`config.mk`:
```
export PLATFORM = sky130hd
export DESIGN_NAME = sc_core_oz_lsu
export DESIGN_NICKNAME = d
export VERILOG_FILES = /design/src/rtl/sc_core_oz_lsu.sv
export SDC_FILE = /design/constraint.sdc
export NUM_CORES = 1
export LEC_CHECK = 0
export ABC_AREA = 1
export CORE_AREA = 2 2 159 161
export DETAILED_ROUTE_END_ITERATION = 7
export DIE_AREA = 0 0 161 163
export PLACE_DENSITY = 0.52
export RECOVER_POWER = 25
export SYNTH_ARGS = -nofsm -noshare
export SYNTH_HDL_FRONTEND = slang
export SYNTH_SLANG_ARGS = --single-unit
```
`constraint.sdc`:
```
create_clock -name clk -period 2 [get_ports clk]
set_input_delay 0.3 -clock clk [delete_from_list [all_inputs] [get_ports clk]]
set_output_delay 0.3 -clock clk [all_outputs]
set_load 0.005 [all_outputs]
```
`src/rtl/sc_core_oz_lsu.sv`:
```
// RV32I load/store unit: ALU result as effective address, req/gnt/rvalid data port, core stall, load extension.
// Optional bus-timeout abort is enabled by defining SC_CORE_OZ_LSU_TIMEOUT_EN.
module sc_core_oz_lsu #(
  parameter int unsigned TIMEOUT_CYCLES = 255
) (
  input  logic        clk,
  input  logic        rst,
  input  logic        lsu_valid,
  input  logic        lsu_we,
  input  logic [2:0]  funct3,
  input  logic [31:0] addr,
  input  logic [31:0] st_data,
  input  logic [4:0]  rd,
  output logic        stall,
  output logic        wb_valid,
  output logic [4:0]  wb_rd,
  output logic [31:0] wb_data,
  output logic        misalign,
  output logic        access_err,
  output logic        mem_req,
  output logic        mem_we,
  output logic [31:0] mem_addr,
  output logic [3:0]  mem_be,
  output logic [31:0] mem_wdata,
  input  logic        mem_gnt,
  input  logic        mem_rvalid,
  input  logic [31:0] mem_rdata
);

  if (TIMEOUT_CYCLES == 0 || TIMEOUT_CYCLES > 65535) begin : g_bad_timeout
    $error("sc_core_oz_lsu: TIMEOUT_CYCLES must be in 1..65535");
  end

  typedef enum logic [1:0] {IDLE, REQ, WAIT, DONE} state_t;

  state_t      state_reg, state_next;
  logic [31:0] addr_reg;
  logic        we_reg;
  logic [2:0]  f3_reg;
  logic [4:0]  rd_reg;
  logic [3:0]  be_reg;
  logic [31:0] wdata_reg;
  logic [31:0] wb_data_reg;
  logic [4:0]  wb_rd_reg;

  logic        illegal, unaligned, launch, capture, timeout;
  logic [3:0]  be_in;
  logic [31:0] wdata_in, byte_sh, half_sh, load_ext;

  // Stores only support B/H/W; loads add the unsigned BU/HU forms.
  always_comb begin
    if (lsu_we) illegal = (funct3 > 3'b010);
    else        illegal = (funct3 == 3'b011) || (funct3 == 3'b110) || (funct3 == 3'b111);
    unaligned = ((funct3[1:0] == 2'b01) && addr[0]) ||
                ((funct3[1:0] == 2'b10) && (addr[1:0] != 2'b00));
    case (funct3[1:0])
      2'b00: begin
        be_in    = 4'b0001 << addr[1:0];
        wdata_in = {4{st_data[7:0]}};
      end
      2'b01: begin
        be_in    = addr[1] ? 4'b1100 : 4'b0011;
        wdata_in = {2{st_data[15:0]}};
      end
      default: begin
        be_in    = 4'hF;
        wdata_in = st_data;
      end
    endcase
  end

  always_comb begin
    byte_sh = mem_rdata >> {addr_reg[1:0], 3'b000};
    half_sh = mem_rdata >> {addr_reg[1], 4'b0000};
    case (f3_reg)
      3'b000:  load_ext = {{24{byte_sh[7]}}, byte_sh[7:0]};
      3'b100:  load_ext = {24'd0, byte_sh[7:0]};
      3'b001:  load_ext = {{16{half_sh[15]}}, half_sh[15:0]};
      3'b101:  load_ext = {16'd0, half_sh[15:0]};
      default: load_ext = mem_rdata;
    endcase
  end

`ifdef SC_CORE_OZ_LSU_TIMEOUT_EN
  logic [15:0] cnt_reg;
  assign timeout = ((state_reg == REQ) || (state_reg == WAIT)) && (cnt_reg == 16'(TIMEOUT_CYCLES));

  always_ff @(posedge clk or negedge rst) begin
    if (!rst)                                        cnt_reg <= 16'd0;
    else if (launch)                                 cnt_reg <= 16'd0;
    else if ((state_reg == REQ) || (state_reg == WAIT)) cnt_reg <= cnt_reg + 16'd1;
  end
`else
  assign timeout = 1'b0;
`endif

  always_comb begin
    state_next = state_reg;
    stall      = 1'b0;
    mem_req    = 1'b0;
    misalign   = 1'b0;
    access_err = 1'b0;
    wb_valid   = 1'b0;
    launch     = 1'b0;
    capture    = 1'b0;
    case (state_reg)
      IDLE: begin
        if (lsu_valid) begin
          if (illegal)        access_err = 1'b1;
          else if (unaligned) misalign   = 1'b1;
          else begin
            stall      = 1'b1;
            launch     = 1'b1;
            state_next = REQ;
          end
        end
      end
      REQ: begin
        if (timeout) begin
          access_err = 1'b1;
          state_next = IDLE;
        end else begin
          mem_req = 1'b1;
          stall   = 1'b1;
          if (mem_gnt) state_next = we_reg ? DONE : WAIT;
        end
      end
      WAIT: begin
        if (timeout) begin
          access_err = 1'b1;
          state_next = IDLE;
        end else begin
          stall = 1'b1;
          if (mem_rvalid) begin
            capture    = 1'b1;
            state_next = DONE;
          end
        end
      end
      default: begin
        wb_valid   = !we_reg && (rd_reg != 5'd0);
        state_next = IDLE;
      end
    endcase
    // IDLE decode is combinational on lsu_valid, so mask it while reset is held.
    if (!rst) begin
      stall      = 1'b0;
      misalign   = 1'b0;
      access_err = 1'b0;
      launch     = 1'b0;
    end
  end

  always_ff @(posedge clk or negedge rst) begin
    if (!rst) begin
      state_reg   <= IDLE;
      addr_reg    <= 32'd0;
      we_reg      <= 1'b0;
      f3_reg      <= 3'd0;
      rd_reg      <= 5'd0;
      be_reg      <= 4'd0;
      wdata_reg   <= 32'd0;
      wb_data_reg <= 32'd0;
      wb_rd_reg   <= 5'd0;
    end else begin
      state_reg <= state_next;
      if (launch) begin
        addr_reg  <= addr;
        we_reg    <= lsu_we;
        f3_reg    <= funct3;
        rd_reg    <= rd;
        be_reg    <= be_in;
        wdata_reg <= wdata_in;
      end
      if (capture) begin
        wb_data_reg <= load_ext;
        wb_rd_reg   <= rd_reg;
      end
    end
  end

  assign mem_we    = we_reg;
  assign mem_addr  = {addr_reg[31:2], 2'b00};
  assign mem_be    = be_reg;
  assign mem_wdata = wdata_reg;
  assign wb_data   = wb_data_reg;
  assign wb_rd     = wb_rd_reg;

endmodule

```
==> impl_metrics.tcl, run 1 <==
set metrics [dict create \
    ys_seq_area_share_pct 47.9 \
    p_leak_nw 4.38 \
    grt_usage_pct 15.5 \
    firstDrtPassIters 5 \
    gp_congestion 0.823 \
    grt_max_degree 117 \
    p_per_area_nw_per_um2 1420 \
    detail-route-antenna-nets 0 \
    holdCritPathClass "in2reg" \
    die_w_um 161 \
    dieArea_um2 26200 \
    fin_crit_ps 1920 \
    fill_cells 2649 \
    max_slew.worst_pin.slew_ps 1650 \
    yosys_warnings 0 \
    seq_area_um2 2900 \
    cts_tree "yes" \
    layout_common_cells "319 x nand2_1, 212 x clkdlybuf4s50_1, 116 x dfrtp_1, 103 x o21ai_0, 53 x inv_1" \
    wire_per_inst_um 15.2 \
    clockBufferDepth 2 \
    critPathSlowestCell "clkdlybuf4s50_1" \
    cts-buffers-inserted 17 \
    status "finished, violations left" \
    slew_viol_final 117 \
    irDropWorstVdd_uv 545 \
    cap_violations 1 \
    syn_inst 815 \
    nets 1129 \
    port_buffers 218 \
    clkTransAtPathRegs_ps 60 \
    final_common_cell "nand2_1" \
    place_ws_ps -356 \
    initial_utilization_pct 24.6 \
    cts-root-buf "clkbuf_16" \
    synth_seq_cells 116 \
    cpPeakStageDelay_ps 420 \
    failed_checks "capacitance limit, slew limit" \
    fin_tns_setup_ps 0 \
    drt_iter0_drc 347 \
    end_kind "output port" \
    avgViaCountPerCell 4.37 \
    die_height_um 163 \
    first_global_vias 5660 \
    syn_to_final_growth_pct 51.5 \
    crit_fanout 5 \
    finalClockSkew_ps 16.4 \
    cts_sinks 116 \
    worst_slack_ps 80.9 \
    hold_viol_final 0 \
    clk_latency_ps 420 \
    synthDistinctLibCells 27 \
    route.detailed.drc 0 \
    stdcell_count 1358 \
    multiInputGateArea_um2 2540 \
    core_area_um2 24700 \
    postCtsHoldBufs 0 \
    start_kind "input port" \
    cts.htree.levels 4 \
    rsz0062_at_grt "false" \
    wirelength_um 20600 \
    maxSlewHeadroom_pct -10.3 \
    avgSynthCellArea_um2 7.44 \
    drive_gt1_share_pct 9.93 \
    vias 5932 \
    hold_ws_ps 422 \
    grt_pass1_wl_um 31800 \
    dp_hpwl_um 14300 \
    setup_viol 0 \
    cp_cell_sequence "clkdlybuf4s50_1 -> buf_6 -> o21ai_2 -> buf_4 -> nand4_4 -> nor2_1 -> dlygate4sd2_1" \
    antenna_found_initial 0 \
    fmax_mhz 521 \
    io_pins 221 \
    final.period_utilization_pct 96.0 \
    cp_data_arrival_time_ps 1620 \
    path_class "in2out" \
    utilization_pct 37.3 \
    dpl.cell_count 1324 \
    synth_area_um2 6070 \
    row_count 58 \
    crit_required_ps 1700 \
    grt-ovfl-total 0 \
]
-- per-layer routing --
layer	global-route usage (%)	part of all wire [%]
met1	20.9	46
met2	23.7	44
met3	5.93	9.0
met4	3.49	0.77
met5	0	0
-- final timing paths --
| kind | from | to | slack [ps] | depth (start not counted) |
|---|---|---|---|---|
| max | funct3[1] | misalign | 80 | 7 |
| min | addr[25] | addr_reg[25]$_DFFE_PN0P_ | 420 | 3 |
| max reg2reg | state_reg[1]$_DFFE_PN0P_ | wb_data[21]$_DFFE_PN0P_ | 220 | 8 |
| min reg2reg | wb_data[15]$_DFFE_PN0P_ | wb_data[15]$_DFFE_PN0P_ | 480 | 2 |
| max in group asynchronous | rst | addr_reg[28]$_DFFE_PN0P_ | 360 | 2 |
| min in group asynchronous | rst | wb_data[12]$_DFFE_PN0P_ | 650 | 2 |
-- stage by stage --
| step | area (um2) | total power [mW] |
|---|---|---|
| floorplan | 6070 | 6.93 |
| global placement | 8600 | 10.0 |
| detailed placement | 8600 | 10.0 |
| CTS | 9210 | 13.2 |
| global route | 9190 | 14.0 |
| finish | 9190 | 13.1 |
-- worst max-delay path: cells and delay by family --
kind,cells,cell delay [ps]
AND/OR/NAND/NOR,2,190
AO/OA/AOI/OAI,1,150
buffers and inverters,4,990
-- synth_stat cells --
cell type,number,share of area [%]
a21oi_1,33,2.7
a31oi_1,1,0.10
buf_1,2,0.12
buf_2,7,0.58
buf_4,32,4.0
buf_6,4,0.74
clkbuf_1,33,2.0
clkbuf_2,1,0.082
conb_1,1,0.062
dfrtp_1,116,48
ha_1,5,1.0
inv_1,54,3.3
inv_2,1,0.062
nand2_1,319,20
nand2_2,2,0.21
nand3_1,32,2.6
nand3b_1,1,0.12
nand4_1,2,0.21
nand4_2,1,0.21
nor2_1,33,2.0
nor2_4,2,0.37
nor3_1,1,0.082
o211ai_1,9,1.1
o21ai_0,103,8.5
o21ai_1,2,0.17
o21ai_2,1,0.14
or2_2,17,1.8
-- power breakdown --
part / switching, mW / internal [mW] / total, mW
clock network: 1.18 / 1.86 / 3.04
logic: 2.78 / 3.11 / 5.89
registers: 0.643 / 3.49 / 4.13
-- layout make-up --
cell class	count	share of cell area, %
tap	330	4.49
inverter	55	2.25
timing repair buffer	258	27.7
antenna	1	0.0272
clock buffer	19	4.82
clock inverter	13	1.47
sequential	116	31.6
multi-input combinational	566	27.6
-- cells by family after synthesis --
logic type	share of synthesized area, %
AO/OA/AOI/OAI	12.7
adder cells (fa/ha/maj)	1.03
buffers and inverters	10.9
flip-flops	47.9
other	0.0618
AND/OR/NAND/NOR	27.4
-- timing repair --
action,in CTS,in global routing
setup buffers,1,0
resized for setup,11,5
endpoints found under the hold margin,0,0
endpoints found under the setup margin,4,3
No activity file was read; power rests on OpenSTA's default activity.
==> run 2, diff against run 1 <==
Settings changed: CORE_AREA 2 2 159 161 to 2 2 156 120, DIE_AREA 0 0 161 163 to 0 0 158 122, PLACE_DENSITY 0.52 to 0.66.
==> run 2 against run 1 <==
The run now ends clean. Routed wire length shrank 10%. Final area shrank 0.64%. Sequential power is essentially flat. Fmax shrank 0.73%. Via count shrank 1.4%. Global-route usage grew 4.5 points. Sequential share of layout area grew 0.20 points. Flip-flop and latch count is the same. Critical path depth shrank 4. Combinational power shrank 3.4%.
==> impl_metrics.tcl, run 2 (synthesis results as in run 1) <==
set metrics [dict create \
    grt_max_degree 93 \
    cts-buffers-inserted 17 \
    drive_gt1_share_pct 9.80 \
    r2r_cells 8 \
    row_count 43 \
    hold_ws_ps 278 \
    layout_common_cells "319 x nand2_1, 211 x clkdlybuf4s50_1, 116 x dfrtp_1, 103 x o21ai_0, 54 x inv_1" \
    p_per_area_nw_per_um2 1440 \
    detail-route-antenna-nets 0 \
    irDropWorstVdd_uv 636 \
    slew_viol_final 0 \
    status "completed" \
    route.detailed.drc 0 \
    firstDrtPassIters 5 \
    nets 1133 \
    critPathSlowestCell "clkdlybuf4s50_1" \
    wire_per_inst_um 14.5 \
    dieArea_um2 19300 \
    cts_tree "yes" \
    port_buffers 218 \
    p_leak_nw 4.40 \
    post_cts_buffers 0 \
    utilization_pct 50.8 \
    regToRegSetupSlack_ps 330 \
    hold_viol_final 0 \
    max_slew.worst_pin.slew_ps 866 \
    crit_required_ps 1700 \
    reg2reg_from "state_reg[0]$_DFFE_PN0P_" \
    grt-ovfl-total 0 \
    cts.htree.levels 4 \
    grt_usage_pct 20.0 \
    cts-root-buf "clkbuf_16" \
    r2r_end "rd_reg[2]$_DFFE_PN0P_" \
    antenna_found_initial 0 \
    clkTransAtPathRegs_ps 60 \
    cp_data_arrival_time_ps 1630 \
    fill_cells 1794 \
    cp_cell_sequence "inv_1 -> ha_2 -> clkdlybuf4s50_1" \
    rsz0062_at_grt "false" \
    io_pins 221 \
    avgViaCountPerCell 4.58 \
    dp_hpwl_um 13200 \
    num_antenna_cells 0 \
    crit_fanout 3 \
    gp_congestion 0.874 \
    clk_latency_ps 410 \
    fmax_mhz 517 \
    syn_to_final_growth_pct 50.6 \
    die_height_um 122 \
    end_kind "output port" \
    vias 5851 \
    cpPeakStageDelay_ps 530 \
    path_class "reg2out" \
    core_area_um2 18000 \
    wirelength_um 18500 \
    maxSlewHeadroom_pct 42.3 \
    holdCritPathClass "in2async" \
    start_kind "flip-flop" \
    cts_sinks 116 \
    cap_violations 0 \
    power_mw 13.1 \
    fin_crit_ps 1930 \
    final.period_utilization_pct 96.7 \
    clockBufferDepth 2 \
    die_w_um 158 \
    setup_viol 0 \
    first_global_vias 5820 \
    final_common_cell "nand2_1" \
    grt_pass1_wl_um 29900 \
    initial_utilization_pct 33.8 \
    finalClockSkew_ps 9.11 \
    drt_iter0_drc 404 \
]
==> run 2: cell types whose count changed in the layout (fill, tap and decap cells not counted), sizes merged, moves of 2 or more <==
cell / change
clkinv: -6
buf: +4
bufinv: +2
dlygate4sd2: +2
==> run 2: area by class of cell <==
type / instances / area, um2 / area share (%)
clock buffers: 21 / 470 / 5.15
clock inverters: 11 / 174 / 1.90
inverters: 55 / 206 / 2.26
multi-input cells: 566 / 2530 / 27.7
flip-flops and latches: 116 / 2900 / 31.8
well taps: 247 / 309 / 3.38
repair buffers: 262 / 2540 / 27.8
==> run 2: repair_timing <==
action,4_1_cts,5_1_grt
hold buffers,1,0
endpoints found under the hold margin,10,0
endpoints found under the setup margin,4,3
resized for setup,8,4
cloned,0,0
pin swaps,0,0
==> run 2: how the worst max path moves through the flow <==
stage,slack [ps],depth (start not counted),start,end
2_1_floorplan,400,8,state_reg[0]$_DFFE_PN0P_,wb_data[11]$_DFFE_PN0P_
3_3_place_gp,-330,10,funct3[1],stall
3_5_place_dp,-350,10,funct3[1],stall
4_1_cts,2,3,state_reg[1]$_DFFE_PN0P_,mem_req
5_1_grt,0.3,3,state_reg[1]$_DFFE_PN0P_,mem_req
6_report,70,3,state_reg[1]$_DFFE_PN0P_,mem_req
==> run 2: where the power goes <==
part | switching [mW] | internal (mW)
clock | 1.11 | 2.19
combinational | 2.63 | 3.05
sequential | 0.655 | 3.49
total | 4.40 | 8.73
==> run 2: worst max-delay path, delay by kind of cell (launching register included) <==
family | cells | cell delay, ps
adder cells (fa/ha/maj) | 1 | 210
buffers and inverters | 2 | 640
flip-flops | 1 | 370
==> run 2: stage by stage <==
stage / setup TNS (ps) / setup WS [ps] / area, um2 / instances
after floorplan: 0 / 397 / 6070 / 816
after detailed placement: -15420 / -347 / 8480 / 1245
after CTS: 0 / 2.23 / 9140 / 1278
after global placement: -13250 / -327 / 8480 / 1245
after global routing: 0 / 0.267 / 9130 / 1278
final: 0 / 66.7 / 9130 / 1278
==> run 2: metal layers <==
| metal | vias to the layer above | wire [um] | track usage, % |
|---|---|---|---|
| met5 | - | 0 | 0 |
| met4 | 0 | 310 | 6.25 |
| met3 | 27 | 1520 | 6.72 |
| met2 | 195 | 8080 | 30.0 |
| met1 | 2679 | 8600 | 27.3 |
| li1 | 2950 | - | - |
